===== src/rtl/bmp_pkg.sv =====
// Shared types and helpers for the BMP pixel-array writer.
package bmp_pkg;

  typedef enum logic [2:0] {
    S_IDLE,
    S_REQ,
    S_WAIT,
    S_WR_B,
    S_WR_G,
    S_WR_R,
    S_PAD,
    S_DONE
  } state_t;

  localparam int HDR_BYTES_DEF = 54;
  localparam int BYTES_PER_PIX = 3;

  // Bytes of zero padding needed to bring a row of n bytes to a 4-byte multiple.
  function automatic logic [1:0] bmp_pad(input int unsigned n);
    return 2'((4 - (n % 4)) % 4);
  endfunction

endpackage


===== src/rtl/bmp_pixel_writer_if.sv =====
// Pixel-fetch handshake and byte-write bus between the writer, the frame
// buffer and the output memory.
interface bmp_pixel_writer_if;
  logic        pix_req;
  logic [10:0] pix_x;
  logic [10:0] pix_y;
  logic        pix_valid;
  logic [23:0] pix_data;
  logic [23:0] addr;
  logic        wren;
  logic [15:0] wrdata;

  modport master (
    output pix_req, pix_x, pix_y, addr, wren, wrdata,
    input  pix_valid, pix_data
  );

  modport slave (
    input  pix_req, pix_x, pix_y, addr, wren, wrdata,
    output pix_valid, pix_data
  );
endinterface


===== src/rtl/bmp_row_ctr.sv =====
// Window scan counter: x runs left to right, y runs top row down to the
// bottom bound, matching the bottom-up row order of a BMP pixel array.
module bmp_row_ctr (
  input  logic        clk,
  input  logic        rst,
  input  logic        load,
  input  logic        step,
  input  logic [10:0] x_first,
  input  logic [10:0] x_last,
  input  logic [10:0] y_first,
  input  logic [10:0] y_last,
  output logic [10:0] x,
  output logic [10:0] y,
  output logic        last_x,
  output logic        last_y
);

  logic [10:0] x_first_q;
  logic [10:0] x_last_q;
  logic [10:0] y_last_q;

  // Position counter; wraps x back to the left edge and moves one row down.
  always_ff @(posedge clk) begin
    if (rst) begin
      x <= '0;
      y <= '0;
    end else if (load) begin
      x <= x_first;
      y <= y_first;
    end else if (step) begin
      if (last_x) begin
        x <= x_first_q;
        y <= y - 11'd1;
      end else begin
        x <= x + 11'd1;
      end
    end
  end

  // Window bounds held for the whole frame.
  always_ff @(posedge clk) begin
    if (load) begin
      x_first_q <= x_first;
      x_last_q  <= x_last;
      y_last_q  <= y_last;
    end
  end

  assign last_x = (x == x_last_q);
  assign last_y = (y == y_last_q);

endmodule


===== src/rtl/bmp_pixel_writer.sv =====
// BMP pixel-array writer: fetches the cropped window pixel by pixel and
// writes B,G,R bytes bottom-up with per-row zero padding after the header.
// Optional macro BMP_PIX_TIMEOUT_EN: bound the pixel wait to TIMEOUT cycles,
// substitute a black pixel and raise sticky err on expiry.
module bmp_pixel_writer
  import bmp_pkg::*;
#(
  parameter logic [23:0] BASE_ADDR = 24'd0,
  parameter int          HDR_BYTES = HDR_BYTES_DEF,
  parameter int          TIMEOUT   = 255
) (
  input  logic               clk,
  input  logic               rst,
  input  logic               start,
  output logic               done,
  input  logic [10:0]        xMin,
  input  logic [10:0]        xMax,
  input  logic [10:0]        yMin,
  input  logic [10:0]        yMax,
  bmp_pixel_writer_if.master pif,
  output logic [23:0]        bytes_written,
  output logic               err
);

  state_t      state_q, state_n;
  logic [10:0] x, y;
  logic        last_x, last_y;
  logic        load, step;
  logic        empty;
  logic [10:0] w;
  logic [1:0]  pad_calc, pad_q;
  logic [1:0]  pad_left_q, pad_left_n;
  logic [23:0] pix_q, pix_n;
  logic [23:0] bw_q, bw_n;
  logic        wr_n;
  logic [7:0]  byte_n;
  logic        done_q, pix_req_q, wren_q;
  logic [15:0] wrdata_q;
  logic [23:0] addr_q;

`ifdef BMP_PIX_TIMEOUT_EN
  localparam logic [15:0] WAIT_LAST = 16'(TIMEOUT - 1);
  logic [15:0] wcnt_q, wcnt_n;
  logic        err_q, err_n;
`endif

  assign empty    = (xMax <= xMin) || (yMax <= yMin);
  assign w        = xMax - xMin;
  assign pad_calc = bmp_pad(32'(BYTES_PER_PIX) * 32'(w));

  bmp_row_ctr u_row_ctr (
    .clk     (clk),
    .rst     (rst),
    .load    (load),
    .step    (step),
    .x_first (xMin),
    .x_last  (xMax - 11'd1),
    .y_first (yMax - 11'd1),
    .y_last  (yMin),
    .x       (x),
    .y       (y),
    .last_x  (last_x),
    .last_y  (last_y)
  );

  // Next-state, row/pad sequencing and next byte to present on the bus.
  always_comb begin
    state_n    = state_q;
    load       = 1'b0;
    step       = 1'b0;
    pix_n      = pix_q;
    pad_left_n = pad_left_q;
    bw_n       = wren_q ? bw_q + 24'd1 : bw_q;
`ifdef BMP_PIX_TIMEOUT_EN
    wcnt_n     = wcnt_q;
    err_n      = err_q;
`endif
    case (state_q)
      S_IDLE, S_DONE: begin
        if (start) begin
          bw_n = '0;
`ifdef BMP_PIX_TIMEOUT_EN
          err_n = 1'b0;
`endif
          if (empty) begin
            state_n = S_DONE;
          end else begin
            load    = 1'b1;
            state_n = S_REQ;
          end
        end
      end
      S_REQ: begin
        state_n = S_WAIT;
`ifdef BMP_PIX_TIMEOUT_EN
        wcnt_n  = '0;
`endif
      end
      S_WAIT: begin
        if (pif.pix_valid) begin
          pix_n   = pif.pix_data;
          state_n = S_WR_B;
        end
`ifdef BMP_PIX_TIMEOUT_EN
        else if (wcnt_q == WAIT_LAST) begin
          // Missing pixel is written as black so the file stays well formed.
          pix_n   = '0;
          err_n   = 1'b1;
          state_n = S_WR_B;
        end else begin
          wcnt_n = wcnt_q + 16'd1;
        end
`endif
      end
      S_WR_B: state_n = S_WR_G;
      S_WR_G: state_n = S_WR_R;
      S_WR_R: begin
        if (!last_x) begin
          step    = 1'b1;
          state_n = S_REQ;
        end else if (pad_q != 2'd0) begin
          pad_left_n = pad_q;
          state_n    = S_PAD;
        end else if (last_y) begin
          state_n = S_DONE;
        end else begin
          step    = 1'b1;
          state_n = S_REQ;
        end
      end
      S_PAD: begin
        pad_left_n = pad_left_q - 2'd1;
        if (pad_left_q == 2'd1) begin
          if (last_y) begin
            state_n = S_DONE;
          end else begin
            step    = 1'b1;
            state_n = S_REQ;
          end
        end
      end
      default: state_n = S_IDLE;
    endcase

    wr_n = (state_n == S_WR_B) || (state_n == S_WR_G) ||
           (state_n == S_WR_R) || (state_n == S_PAD);
    case (state_n)
      S_WR_B:  byte_n = pix_n[7:0];
      S_WR_G:  byte_n = pix_n[15:8];
      S_WR_R:  byte_n = pix_n[23:16];
      default: byte_n = 8'h00;
    endcase
  end

  // State and registered bus outputs, all derived from the next state.
  always_ff @(posedge clk) begin
    if (rst) begin
      state_q    <= S_IDLE;
      done_q     <= 1'b0;
      pix_req_q  <= 1'b0;
      wren_q     <= 1'b0;
      wrdata_q   <= '0;
      addr_q     <= '0;
      bw_q       <= '0;
      pad_left_q <= '0;
    end else begin
      state_q    <= state_n;
      done_q     <= (state_n == S_DONE);
      pix_req_q  <= (state_n == S_REQ) || (state_n == S_WAIT);
      wren_q     <= wr_n;
      wrdata_q   <= {8'h00, byte_n};
      bw_q       <= bw_n;
      pad_left_q <= pad_left_n;
      if (wr_n) addr_q <= BASE_ADDR + 24'(HDR_BYTES) + bw_n;
    end
  end

  // Captured pixel and per-frame row padding.
  always_ff @(posedge clk) begin
    pix_q <= pix_n;
    if (load) pad_q <= pad_calc;
  end

`ifdef BMP_PIX_TIMEOUT_EN
  // Wait-cycle counter and sticky timeout flag.
  always_ff @(posedge clk) begin
    if (rst) begin
      wcnt_q <= '0;
      err_q  <= 1'b0;
    end else begin
      wcnt_q <= wcnt_n;
      err_q  <= err_n;
    end
  end
  assign err = err_q;
`else
  assign err = 1'b0;
`endif

  assign done          = done_q;
  assign pif.pix_req   = pix_req_q;
  assign pif.pix_x     = x;
  assign pif.pix_y     = y;
  assign pif.addr      = addr_q;
  assign pif.wren      = wren_q;
  assign pif.wrdata    = wrdata_q;
  assign bytes_written = bw_q;

endmodule


===== src/flat_wrapper.sv =====
// flat-port wrapper written by rule: the top's interface ports become plain ports
module bmp_pixel_writer_flat import bmp_pkg::*;
#(
  parameter logic [23:0] BASE_ADDR = 24'd0,
  parameter int          HDR_BYTES = HDR_BYTES_DEF,
  parameter int          TIMEOUT   = 255
)
  (clk, rst, start, done, xMin, xMax, yMin, yMax, bytes_written, err, pif_pix_req, pif_pix_x, pif_pix_y, pif_addr, pif_wren, pif_wrdata, pif_pix_valid, pif_pix_data);
  bmp_pixel_writer_if pif_i ();
  input  logic clk;
  input  logic rst;
  input  logic start;
  output logic done;
  input  logic [10:0] xMin;
  input  logic [10:0] xMax;
  input  logic [10:0] yMin;
  input  logic [10:0] yMax;
  output logic [23:0] bytes_written;
  output logic err;
  output wire logic [$bits(pif_i.pix_req)-1:0] pif_pix_req;
  output wire logic [$bits(pif_i.pix_x)-1:0] pif_pix_x;
  output wire logic [$bits(pif_i.pix_y)-1:0] pif_pix_y;
  output wire logic [$bits(pif_i.addr)-1:0] pif_addr;
  output wire logic [$bits(pif_i.wren)-1:0] pif_wren;
  output wire logic [$bits(pif_i.wrdata)-1:0] pif_wrdata;
  input wire logic [$bits(pif_i.pix_valid)-1:0] pif_pix_valid;
  input wire logic [$bits(pif_i.pix_data)-1:0] pif_pix_data;
  assign pif_pix_req = pif_i.pix_req;
  assign pif_pix_x = pif_i.pix_x;
  assign pif_pix_y = pif_i.pix_y;
  assign pif_addr = pif_i.addr;
  assign pif_wren = pif_i.wren;
  assign pif_wrdata = pif_i.wrdata;
  assign pif_i.pix_valid = pif_pix_valid;
  assign pif_i.pix_data = pif_pix_data;
  bmp_pixel_writer #(.BASE_ADDR(BASE_ADDR), .HDR_BYTES(HDR_BYTES), .TIMEOUT(TIMEOUT)) u_core (.clk(clk), .rst(rst), .start(start), .done(done), .xMin(xMin), .xMax(xMax), .yMin(yMin), .yMax(yMax), .pif(pif_i), .bytes_written(bytes_written), .err(err));
endmodule

===== config.mk =====
export PLATFORM = sky130hd
export DESIGN_NAME = bmp_pixel_writer_flat
export DESIGN_NICKNAME = d
export VERILOG_FILES = /design/src/rtl/bmp_pkg.sv /design/src/rtl/bmp_pixel_writer_if.sv /design/src/rtl/bmp_row_ctr.sv /design/src/rtl/bmp_pixel_writer.sv /design/src/flat_wrapper.sv
export SDC_FILE = /design/constraint.sdc
export NUM_CORES = 1
export LEC_CHECK = 0
export CORE_MARGIN = 3
export CORE_UTILIZATION = 50
export DETAILED_ROUTE_END_ITERATION = 7
export DONT_BUFFER_PORTS = 1
export SETUP_SLACK_MARGIN = 0.15
export SLEW_MARGIN = 20
export SYNTH_ARGS = -nofsm -noshare
export SYNTH_HDL_FRONTEND = slang
export SYNTH_SLANG_ARGS = --single-unit

===== constraint.sdc =====
create_clock -name clk -period 7.7 [get_ports clk]
set_input_delay 0 -clock clk [delete_from_list [all_inputs] [get_ports clk]]
set_output_delay 0 -clock clk [all_outputs]
set_load 0.02 [all_outputs]

# Yosys cells after proc, flatten, opt, wreduce, memory -nomap -nowiden
# Cells that the tools add are included.
# word_totals
word_cells	91
regBits	153
inputBits	72
# classes
muxes	31
n_eq_ne	19
add_sub_neg	9
order_cmp	2
n_reduce_logical	13
multipliers	1
# op_table
op	n
$mux W24	5
$mux W11	6
$sub A11 B1 Y11 const B	3
$add A24 B1 Y24 const B	1
$add A6 B24 Y24 const A	1
$eq A3 B3 Y1 const B	8
$pmux W8 S3	1
$eq A11 B11 Y1	2
$le A11 B11 Y1	2
$mux W3	7
$pmux W3 S7	1
$eq A3 B2 Y1 const B	4
$add A11 B1 Y11 const B	1
$mul A2 B11 Y2 const A	1
$sub A11 B11 Y11	1
$reduce_bool A2 Y1	4
$mux W1	7
$eq A3 B1 Y1 const B	2
$logic_or A1 B1 Y1	5
$mux W2	2
$ne A2 B1 Y1 const B	2
$pmux W2 S2	1
$logic_not A3 Y1	1
$reduce_and A3 Y1	1
6 further kinds	6

# Logic depth before layout (Yosys ltp)
# logic_depth
depth_word	9
mapped_depth	16
ltp_nobuf	15

# Modules after synthesis
# From an unflattened synthesis, not the netlist that was laid out.
# hier_totals
cells_unflattened	838
area_unflattened_um2	7718.7
# modules_own_cells
module	seq_area_each_um2	n_inst	cells_per_inst	area_per_inst_um2
bmp_pixel_writer	1661.6	1	598	5058.6
bmp_row_ctr	1431.4	1	240	2660.1

# Worst setup path after synthesis
# OpenSTA, ideal clock, no wires.
# synth_timing
path_kind	register to register
from	reg u_core.state_q[2]
to	reg u_core.u_row_ctr.y[10]
t_required_ps	7572
path_slack_ps	3208
stages_incl_launch_ff	15
setup_ps	128
path_buffers	1
t_arrival_ps	4364
path_cell_list	dfxtp_1 -> nor4b_2 -> nor2_1 -> a211o_1 -> a211oi_2 -> clkbuf_1 -> mux2i_1 -> ha_1 -> or3b_2 -> nor2_1 -> nand2_1 -> a21oi_1 -> o21ai_0 -> o21ai_0 -> nor2_1
# synth_between
elab_chain_cells	5
# synth_lines
element	line_no	text
start, declared	bmp_pixel_writer.sv:25	state_t state_q, state_n;
start signal, assigned	bmp_pixel_writer.sv:167	state_q <= state_n;
$eq A3 B3 Y1 or $logic_not A3 Y1 (tied branches)	bmp_pixel_writer.sv:78	case (state_q)
$reduce_or A2 Y1 *	bmp_pixel_writer.sv:78	
$mux W1 *	bmp_pixel_writer.sv:78	
named net u_core.load	bmp_pixel_writer.sv:28	logic load, step;
$reduce_bool A2 Y1 (no source line)	--	
$reduce_and A2 Y1 (no source line)	--	
end signal, assigned	bmp_row_ctr.sv:29	y <= y_first;
end signal, assigned	bmp_row_ctr.sv:33	y <= y - 11'd1;
end, declared	bmp_row_ctr.sv:13	output logic [10:0] y,
# The timed path passes the listed nets; every way through them passes the cells marked *.
# A chain may end at the register's enable or synchronous reset.

# Final worst setup path
# layout_timing
from	reg u_core.state_q[2]
to	reg u_core.u_row_ctr.y[10]
# layout_between
elab_chain_cells	5
# layout_lines
element	line_no
$eq A3 B3 Y1 or $logic_not A3 Y1 (tied branches)	bmp_pixel_writer.sv:78
$reduce_or A2 Y1	bmp_pixel_writer.sv:78
$mux W1	bmp_pixel_writer.sv:78
$reduce_bool A2 Y1 (no source line)	--
$reduce_and A2 Y1 (no source line)	--
# Parallel ways exist; a longest one is shown, timed or not.

==> reports/metrics.cfg <==
[global_routing]
grt_use_total = 0.240
grt_max_degree = 78
antenna_found_initial = 0
grt_pass1_wl_um = 31900
grt_pass1_vias = 6398
grt_overflow = 0

[worst_hold_path]
hold_path_depth = 4
hp-class = primary input to flop

[cts]
clockBufferDepth = 2
clk_latency_ps = 420
clock-sinks = 137
cts_root_buf = clkbuf_16
cts_tree = built
post_cts_buffers = 0
cts_max_level = 4
numCtsBuffers = 17
cts_hold_buf = 89
postCtsResizedCells = 0
cts.clk_slew.worst_paths_ps = 60

[floorplan]
io_pins = 162
std_cell_rows = 44
coreArea_um2 = 14600
start_util = 0.515
dieHeight_um = 129
dieArea_um2 = 16600
die_w_um = 129

[timing]
relSlewSlack = 0.283
finalHoldViolCount = 0
final_max_slew_viol_count = 0
tns_ps = 0
finalWorstSetupSlack_ps = 3150
post-route-min-period_ps = 4550
rsz0062_at_grt = false
setup_viol = 0
fmax_ghz = 0.220
min_period_over_period = 0.591
worstMarginPinSlew_ps = 1070
fin_skew_ps = 7.97

[final_layout]
diodes = 0
regArea_um2 = 3090
final_layout_size_suffix_gt1_frac = 0.0914
post-route-util = 0.625
area_growth_pct = 21.4
multi_input_area_um2 = 4120
fillCellCount = 1231
final_nets = 996

[worst_setup_path]
cp_data_arrival_time_ps = 4910
cp.required_ps = 8060
rr_worst_depth = 14
crit_path_start_kind = flop
path_class = flop to flop
cp-end-kind = flop
cp_max_fo = 71

[logic_synthesis]
synth.area.top_cells = dfxtp_1, edfxtp_1, xnor2_1
synth_top_area_share = 0.271
synth_edf_count = 35
synth-adder-area-share = 0.0465
ys_seq_elements = 137
yosys.area_share.simple = 0.218
synth_flop_cell = dfxtp_1
syn_avg_cell_area_um2 = 9.13
yosysWarnings = 0
synth_top_family_by_area = simple AND/OR/NAND/NOR gates
syn_inst = 825
synth_compound_area_frac = 0.138
synth-xor-area-share = 0.0988
synthArstFlopShare = 0
ys_seq_area_frac = 0.410
muxShareOfSynthArea = 0.0362
synth_top_area_cell = dfxtp_1
netlist-cell-type-count = 77
syn_area_um2 = 7540

[run]
max_cap_viol_count = 0

[outcome]
outcome = finished, final reports clean

[detailed_routing]
wire_per_inst_um = 18.2
drt_pass1_iterations = 5
drc = 0
via_count = 6468
drt-initial-drc-count = 383
vias_per_cell = 5.92
ant_nets = 0
routed_wl_um = 19900

[placement]
io_buffer_count = 0
dp_hpwl_um = 13300
gp_congestion = 0.836
pre_cts_slack_ps = 3640

[pwr]
sw_frac_of_total = 0.328
p_int_mw = 1.63
leakagePower_nw = 3.24
power.switching_mw = 0.798
peakVddDrop_mv = 0.171
pwr-share-seq = 0.432
clock_power_share = 0.344
powerDensity_nw_per_um2 = 266
pwr-share-comb = 0.224

==> metrics by stage <==
step | power (mW) | std cells | instance area [µm²] | hold slack (ps)
5_1_grt | 2.56 | 1092 | 9150 | 38.3
3_3_place_gp | 1.53 | 972 | 7630 | 88.5
4_1_cts | 2.44 | 1092 | 9150 | 6.10
6_report | 2.43 | 1092 | 9150 | 20.3
2_1_floorplan | 1.44 | 833 | 7570 | 95.6
3_5_place_dp | 1.56 | 972 | 7630 | 80.5
==> layer usage <==
metal,global-route usage,share of wire,up-vias
met2,0.413,0.50,245
met4,0.0883,0.019,0
met3,0.0635,0.077,38
met1,0.286,0.40,3063
met5,0,0,-
li1,-,-,3122
==> cells in the final DEF, fill, tap and decap left out, types with 18 or more instances in the layout <==
| cell type | count |
|---|---|
| a211oi_1 | 26 |
| a21oi_1 | 24 |
| clkbuf_16 | 19 |
| dfxtp_1 | 102 |
| dlygate4sd3_1 | 88 |
| edfxtp_1 | 35 |
| ha_1 | 28 |
| inv_1 | 37 |
| mux2_2 | 18 |
| nand2_1 | 42 |
| nand3_1 | 21 |
| nor2_1 | 128 |
| nor3_1 | 31 |
| nor4_1 | 21 |
| o21ai_0 | 18 |
| xnor2_1 | 59 |
| xor2_1 | 26 |
==> synthesized netlist by cell type (all sizes together), types with 19 or more instances <==
| cell type | count |
|---|---|
| nor2 | 128 |
| dfxtp | 102 |
| xnor2 | 59 |
| nand2 | 42 |
| inv | 37 |
| edfxtp | 35 |
| clkbuf | 34 |
| nor3 | 33 |
| a211oi | 29 |
| ha | 28 |
| xor2 | 26 |
| a21oi | 25 |
| nor4 | 23 |
| nand3 | 21 |
| o21ai | 21 |
| buf | 19 |
==> final timing paths <==
path,startpoint,endpoint,slack [ps]
max,u_core.state_q[2],u_core.u_row_ctr.y[10],3150
min reg2reg,u_core.pix_q[8],u_core.pix_q[8],490
min,yMax[1],u_core.u_row_ctr.y[7],20
max reg2reg,u_core.state_q[2],u_core.u_row_ctr.y[10],3150
==> critical path: stages, from the launching register on <==
cell           delay, ps
dfxtp_1              460
nor4b_2              450
nor2_1               160
a211o_1              290
a211oi_4             200
buf_4                670
mux2i_1              300
ha_1                 340
or3b_2               530
nor2_1               160
nor2_1                60
dlygate4sd3_1        540
o21ai_0              130
o21ai_0              100
nor2_1               110
==> cells by family after synthesis <==
logic type,count (synthesis)
AND/OR/NAND/NOR,320
AO/OA/AOI/OAI,139
flip-flops,137
buffers and inverters,90
XOR/XNOR,85
adder cells (fa/ha/maj),28
multiplexers,25
other,1
==> power by group through the flow <==
stage | Clock (mW) | Combinational [mW] | Sequential (mW)
final | 0.836 | 0.546 | 1.05
after global routing | 0.883 | 0.611 | 1.07
after CTS | 0.851 | 0.546 | 1.05
after detailed placement | 0 | 0.494 | 1.06
after global placement | 0 | 0.478 | 1.06
after floorplan | 0 | 0.431 | 1.01
==> state kept, by name (all words and copies together) (netlist names) <==
signal,cells
u_core.pif.pix_req,1
u_core.pix_q,16
u_core.u_row_ctr.y_last_q,11
u_core.done,1
u_core.bytes_written,24
u_core.pad_left_q,2
u_core.u_row_ctr.y,11
u_core.pif.addr,24
u_core.state_q,3
u_core.u_row_ctr.x_last_q,11
u_core.u_row_ctr.x,11
u_core.pad_q,2
u_core.pif.wren,1
u_core.u_row_ctr.x_first_q,11
u_core.pif.wrdata,8
==> final cells by class <==
class / instances / share of cell area
multi-input combinational: 606 / 0.450
clock inverter: 10 / 0.0123
timing repair buffer: 97 / 0.106
inverter: 37 / 0.0152
tap: 184 / 0.0252
sequential: 137 / 0.338
clock buffer: 21 / 0.0539
Note: power is estimated with default switching activity, not from simulation.
